===== src/rtl/mips_seq_divider_pkg.sv =====
// Shared definitions for the sequential MIPS divider: default width, FSM states
// and iteration-counter sizing. Optional feature macro: MIPS_SIGNED_DIV_EN.
package mips_seq_divider_pkg;

    localparam int unsigned DIV_WIDTH_DEF = 32;

    typedef enum logic [1:0] {
        S_IDLE,
        S_RUN,
        S_FIX,
        S_DONE
    } div_state_e;

    function automatic int unsigned cnt_width(input int unsigned w);
        return $clog2(w) + 1;
    endfunction

endpackage


===== src/rtl/mips_seq_divider_if.sv =====
// Request/result bundle between the control unit (master) and the divider (slave).
interface mips_seq_divider_if
    import mips_seq_divider_pkg::*;
#(
    parameter int unsigned WIDTH = DIV_WIDTH_DEF
);
    logic             Start;
    logic             Signed;
    logic [WIDTH-1:0] Dividend;
    logic [WIDTH-1:0] Divisor;
    logic [WIDTH-1:0] Quotient;
    logic [WIDTH-1:0] Remainder;
    logic             Busy;
    logic             Done;
    logic             DivByZero;

    modport master (
        output Start, Signed, Dividend, Divisor,
        input  Quotient, Remainder, Busy, Done, DivByZero
    );

    modport slave (
        input  Start, Signed, Dividend, Divisor,
        output Quotient, Remainder, Busy, Done, DivByZero
    );
endinterface


===== src/rtl/div_sub_stage.sv =====
// Combinational trial subtract a - b as a + ~b + 1; carry out high means a >= b.
module div_sub_stage #(
    parameter int unsigned W = 33
) (
    input  logic [W-1:0] a,
    input  logic [W-1:0] b,
    output logic [W-1:0] diff,
    output logic         nonneg
);
    logic [W:0] sum;

    always_comb begin
        sum    = {1'b0, a} + {1'b0, ~b} + {{W{1'b0}}, 1'b1};
        diff   = sum[W-1:0];
        nonneg = sum[W];
    end
endmodule


===== src/rtl/mips_seq_divider.sv =====
// Multi-cycle restoring divider for DIV/DIVU (HI = remainder, LO = quotient).
// Signed operation is compiled in only when MIPS_SIGNED_DIV_EN is defined.
module mips_seq_divider
    import mips_seq_divider_pkg::*;
#(
    parameter int unsigned WIDTH = DIV_WIDTH_DEF
) (
    input  logic                     clk,
    input  logic                     rst,
    mips_seq_divider_if.slave        bus
);
    localparam int unsigned CW = cnt_width(WIDTH);

    div_state_e       state_q, state_d;
    logic [CW-1:0]    cnt_q, cnt_d;
    logic [WIDTH-1:0] rem_q, rem_d;
    logic [WIDTH-1:0] quo_q, quo_d;
    logic [WIDTH-1:0] dvs_q, dvs_d;
    logic             qneg_q, qneg_d;
    logic             rneg_q, rneg_d;
    logic             dzp_q, dzp_d;
    logic [WIDTH-1:0] quotient_q, quotient_d;
    logic [WIDTH-1:0] remainder_q, remainder_d;
    logic             busy_q, busy_d;
    logic             done_q, done_d;
    logic             dz_q, dz_d;

    logic             sa, sb;
    logic [WIDTH:0]   trial_a, trial_b, trial_diff;
    logic             trial_ok;
    logic             unused_diff_msb;

`ifdef MIPS_SIGNED_DIV_EN
    assign sa = bus.Signed & bus.Dividend[WIDTH-1];
    assign sb = bus.Signed & bus.Divisor[WIDTH-1];
`else
    logic unused_signed;
    assign sa            = 1'b0;
    assign sb            = 1'b0;
    assign unused_signed = bus.Signed;
`endif

    // The partial remainder always stays below the divisor, so its top bit is
    // implicit: the WIDTH+1-bit shifted value is {rem, next dividend bit}.
    assign trial_a         = {rem_q, quo_q[WIDTH-1]};
    assign trial_b         = {1'b0, dvs_q};
    assign unused_diff_msb = trial_diff[WIDTH];

    div_sub_stage #(.W(WIDTH + 1)) u_sub (
        .a      (trial_a),
        .b      (trial_b),
        .diff   (trial_diff),
        .nonneg (trial_ok)
    );

    always_comb begin
        state_d     = state_q;
        cnt_d       = cnt_q;
        rem_d       = rem_q;
        quo_d       = quo_q;
        dvs_d       = dvs_q;
        qneg_d      = qneg_q;
        rneg_d      = rneg_q;
        dzp_d       = dzp_q;
        quotient_d  = quotient_q;
        remainder_d = remainder_q;
        busy_d      = busy_q;
        done_d      = 1'b0;
        dz_d        = dz_q;
        case (state_q)
            S_IDLE: begin
                if (bus.Start) begin
                    state_d = S_RUN;
                    cnt_d   = CW'(WIDTH);
                    rem_d   = '0;
                    quo_d   = sa ? -bus.Dividend : bus.Dividend;
                    dvs_d   = sb ? -bus.Divisor : bus.Divisor;
                    qneg_d  = sa ^ sb;
                    rneg_d  = sa;
                    dzp_d   = (bus.Divisor == '0);
                    dz_d    = 1'b0;
                    busy_d  = 1'b1;
                end
            end
            S_RUN: begin
                rem_d = trial_ok ? trial_diff[WIDTH-1:0] : trial_a[WIDTH-1:0];
                quo_d = {quo_q[WIDTH-2:0], trial_ok};
                cnt_d = cnt_q - CW'(1);
                if (cnt_q == CW'(1)) state_d = S_FIX;
            end
            S_FIX: begin
                quotient_d  = qneg_q ? -quo_q : quo_q;
                remainder_d = rneg_q ? -rem_q : rem_q;
                dz_d        = dzp_q;
                busy_d      = 1'b0;
                done_d      = 1'b1;
                state_d     = S_DONE;
            end
            S_DONE:  state_d = S_IDLE;
            default: state_d = S_IDLE;
        endcase
    end

    always_ff @(posedge clk) begin
        if (rst) begin
            state_q     <= S_IDLE;
            cnt_q       <= '0;
            rem_q       <= '0;
            quo_q       <= '0;
            dvs_q       <= '0;
            qneg_q      <= 1'b0;
            rneg_q      <= 1'b0;
            dzp_q       <= 1'b0;
            quotient_q  <= '0;
            remainder_q <= '0;
            busy_q      <= 1'b0;
            done_q      <= 1'b0;
            dz_q        <= 1'b0;
        end else begin
            state_q     <= state_d;
            cnt_q       <= cnt_d;
            rem_q       <= rem_d;
            quo_q       <= quo_d;
            dvs_q       <= dvs_d;
            qneg_q      <= qneg_d;
            rneg_q      <= rneg_d;
            dzp_q       <= dzp_d;
            quotient_q  <= quotient_d;
            remainder_q <= remainder_d;
            busy_q      <= busy_d;
            done_q      <= done_d;
            dz_q        <= dz_d;
        end
    end

    assign bus.Quotient  = quotient_q;
    assign bus.Remainder = remainder_q;
    assign bus.Busy      = busy_q;
    assign bus.Done      = done_q;
    assign bus.DivByZero = dz_q;

endmodule


===== src/flat_wrapper.sv =====
// flat-port wrapper written by rule: the top's interface ports become plain ports
module mips_seq_divider_flat import mips_seq_divider_pkg::*;
#(
    parameter int unsigned WIDTH = DIV_WIDTH_DEF
)
  (clk, rst, bus_Start, bus_Signed, bus_Dividend, bus_Divisor, bus_Quotient, bus_Remainder, bus_Busy, bus_Done, bus_DivByZero);
  mips_seq_divider_if #(.WIDTH(WIDTH)) bus_i ();
  input  logic clk;
  input  logic rst;
  input wire logic [$bits(bus_i.Start)-1:0] bus_Start;
  input wire logic [$bits(bus_i.Signed)-1:0] bus_Signed;
  input wire logic [$bits(bus_i.Dividend)-1:0] bus_Dividend;
  input wire logic [$bits(bus_i.Divisor)-1:0] bus_Divisor;
  output wire logic [$bits(bus_i.Quotient)-1:0] bus_Quotient;
  output wire logic [$bits(bus_i.Remainder)-1:0] bus_Remainder;
  output wire logic [$bits(bus_i.Busy)-1:0] bus_Busy;
  output wire logic [$bits(bus_i.Done)-1:0] bus_Done;
  output wire logic [$bits(bus_i.DivByZero)-1:0] bus_DivByZero;
  assign bus_i.Start = bus_Start;
  assign bus_i.Signed = bus_Signed;
  assign bus_i.Dividend = bus_Dividend;
  assign bus_i.Divisor = bus_Divisor;
  assign bus_Quotient = bus_i.Quotient;
  assign bus_Remainder = bus_i.Remainder;
  assign bus_Busy = bus_i.Busy;
  assign bus_Done = bus_i.Done;
  assign bus_DivByZero = bus_i.DivByZero;
  mips_seq_divider #(.WIDTH(WIDTH)) u_core (.clk(clk), .rst(rst), .bus(bus_i));
endmodule

===== config.mk =====
export PLATFORM = sky130hd
export DESIGN_NAME = mips_seq_divider_flat
export DESIGN_NICKNAME = d
export VERILOG_FILES = /design/src/rtl/mips_seq_divider_pkg.sv /design/src/rtl/mips_seq_divider_if.sv /design/src/rtl/div_sub_stage.sv /design/src/rtl/mips_seq_divider.sv /design/src/flat_wrapper.sv
export SDC_FILE = /design/constraint.sdc
export NUM_CORES = 1
export LEC_CHECK = 0
export ABC_AREA = 0
export CAP_MARGIN = 10
export CORE_ASPECT_RATIO = 0.7
export CORE_MARGIN = 1
export CORE_UTILIZATION = 54
export CTS_CLUSTER_SIZE = 14
export DETAILED_ROUTE_END_ITERATION = 12
export PLACE_DENSITY_LB_ADDON = 0.3
export SYNTH_ARGS = -nofsm -noshare
export SYNTH_HDL_FRONTEND = slang
export SYNTH_HIERARCHICAL = 1
export SYNTH_SLANG_ARGS = --single-unit

===== constraint.sdc =====
create_clock -name clk -period 4.07 [get_ports clk]
set_clock_uncertainty 0.15 [all_clocks]
set_input_delay 0.814 -clock clk [delete_from_list [all_inputs] [get_ports clk]]
set_output_delay 0.814 -clock clk [all_outputs]
set_load 0.01 [all_outputs]

==> metrics <==
worst setup margin=between 0.3 and 0.4 ns; worst skew pair latency=~0.42 ns; final setup TNS=0 ns; worst path required time=roughly 4.2 ns; CP arrival=~3.9 ns; LEAKAGE=slightly above 4 nW; post-layout min period=3.75 ns; CP Max Fanout=33; crit path capture=u_core/rem_q[10]$_SDFFE_PP0P_; Die Y=between 100 and 150 µm; total core area=~0.016 mm²; fmax=roughly 270 MHz; Final Hold Fails=0; worst r2r path cells=12; P per Cell Area=approximately 600 mW/mm²; final std cells w/o fill=~1,300; Max clock buf depth=2; PortBufs=between 100 and 150; critical path class=flip-flop to flip-flop; outcome=completed; IO Pins=135; WHS=slightly above 0.3 ns; pin count of the biggest net entering global routing=around 110; DP HPWL=about 13,000 µm; area grow syn2layout=22.3%; Cells after Synth=962; Final GP Congestion=roughly 0.91; # Max-Cap Violations=0; H-Tree Depth=4; Setup crit end kind=flip-flop; filler instances=1,268; first-pass GRT wire length=between 30,000 and 40,000 µm; wire per inst=between 15 and 20 µm; IR drop worst, VDD=~0.0003 V; Tcrit/Tclk final=0.922; Avg Inst Size Synth=roughly 9 µm²; initial core utilization=0.556; Die Footprint=0.0165 mm²; Max-slew headroom=0.236; endpoints failing setup=0; DR vias/cell=5.51; Hold Path Class=flip-flop to flip-flop; Total GRT Usage=0.245; Tightest Pin Transition=between 1 and 1.5 ns; root buffer cell=clkbuf_16; Routed Antenna Nets=0; Die X=roughly 150 µm; CTS tree=done; antenna violations before repair=0; RSZ-0062 raised after global routing=false; crit path from=u_core/dvs_q[9]$_SDFFE_PP0P_; Core Util, Final=0.680; Synth Net Count=about 1,100; routed via count=around 7,000; placed cells=between 1,000 and 1,500; TritonCTS Buffers=17; row cnt=38; Final nets=1,161; DR pass1 iterations=5; global route overflow=0; Ys Warns=6; vias in the first global route=between 6,000 and 7,000; Worst setup SP type=flip-flop; fraction of layout cells with a size suffix above 1=0.0544; Reg clk slew, reported paths=around 0.07 ns; dpl ws=0.166 ns; diode count=0; worst reg2reg path endpoint=u_core/rem_q[10]$_SDFFE_PP0P_; RR Startpoint=u_core/dvs_q[9]$_SDFFE_PP0P_; Post-Syn Area=~0.0086 mm²; Residual DRC=0; Post-CTS Setup Bufs=0; CTS Sinks=about 170; Max Slew Vio Count=0; initial DRC count=440; Reg2Reg Setup Slack=0.32 ns; drt total wl=19,600 µm
## state kept, by name, indices dropped and copies added, names as in the netlist
| register | cells |
|---|---|
| u_core/bus.Remainder | 32 |
| u_core/cnt_q | 6 |
| u_core/quo_q | 32 |
| u_core/state_q | 2 |
| u_core/bus.Quotient | 32 |
| u_core/bus.DivByZero | 1 |
| u_core/dvs_q | 32 |
| u_core/rem_q | 32 |
| u_core/dzp_q | 1 |
| u_core/bus.Busy | 1 |
| u_core/bus.Done | 1 |
## through the flow
step | instance area [µm²] | power (mW)
final | 10600 | 6.36
after global routing | 10600 | 6.73
after CTS | 10600 | 6.37
after detailed placement | 9960 | 4.69
after global placement | 9960 | 4.63
after floorplan | 8640 | 4.19
## power by group
group	total [mW]	internal [mW]	leakage (nW)	switching, mW
Sequential	2.16	1.96	1.40	0.197
Combinational	2.53	1.12	2.32	1.41
Clock	1.67	0.953	0.301	0.716
## per-layer routing
layer	wire length [µm]	track usage	part of all wire	vias up
li1	-	-	-	3530
met1	9870	0.343	0.50	3274
met2	8620	0.381	0.44	161
met3	860	0.0415	0.044	22
met4	271	0.0859	0.014	0
met5	0	0	0	-
## layout make-up
class	count	area, µm²	area share
Clock inverter	13	151	0.0143
Sequential cell	172	3440	0.326
Tap cell	200	250	0.0237
Inverter	43	161	0.0153
Clock buffer	19	453	0.0429
Multi-Input combinational cell	679	4720	0.447
Timing Repair Buffer	141	1390	0.131
## worst min path at each step
stage,cells past startpoint,slack [ns],endpoint,start
global placement,2,0.29,u_core/dvs_q[24]$_SDFFE_PP0P_,u_core/dvs_q[24]$_SDFFE_PP0P_
global route,2,0.32,u_core/dvs_q[12]$_SDFFE_PP0P_,u_core/dvs_q[12]$_SDFFE_PP0P_
CTS,2,0.31,u_core/dvs_q[25]$_SDFFE_PP0P_,u_core/dvs_q[25]$_SDFFE_PP0P_
finish,2,0.30,u_core/dvs_q[30]$_SDFFE_PP0P_,u_core/dvs_q[30]$_SDFFE_PP0P_
floorplan,2,0.29,u_core/dvs_q[10]$_SDFFE_PP0P_,u_core/dvs_q[10]$_SDFFE_PP0P_
detailed placement,2,0.30,u_core/dvs_q[22]$_SDFFE_PP0P_,u_core/dvs_q[22]$_SDFFE_PP0P_
## layout by cell type (no fill, tap or decap), types with 9 or more instances in the layout
master / n
dfxtp_1: 172
nor2_1: 148
clkdlybuf4s50_1: 132
mux2i_1: 128
nand2_1: 82
a21oi_1: 65
inv_1: 43
ha_1: 36
a211oi_1: 34
a2bb2oi_1: 33
a21o_1: 19
clkbuf_16: 17
xnor2_1: 17
xor2_1: 17
o21ai_0: 13
buf_4: 9
nand4_1: 9
## worst max-delay path, stage by stage (launching register included)
cell and delay, ns:
dfxtp_1 0.34, inv_1 0.05, ha_1 0.35, and2_1 0.20, and4_1 0.26, a21boi_4 0.09
o311ai_4 0.49, a31oi_4 0.19, a211oi_1 0.37, a211o_4 0.56, mux2i_1 0.27, a2bb2oi_1 0.21
nor2_1 0.06
## repair_timing
| action | CTS | global route |
|---|---|---|
| endpoints found under the hold margin | 0 | 0 |
| hold buffers | 0 | 0 |
| setup endpoints to repair | 0 | 32 |
| gates resized for setup | 0 | 1 |
No activity file was read; power rests on OpenSTA's default activity.
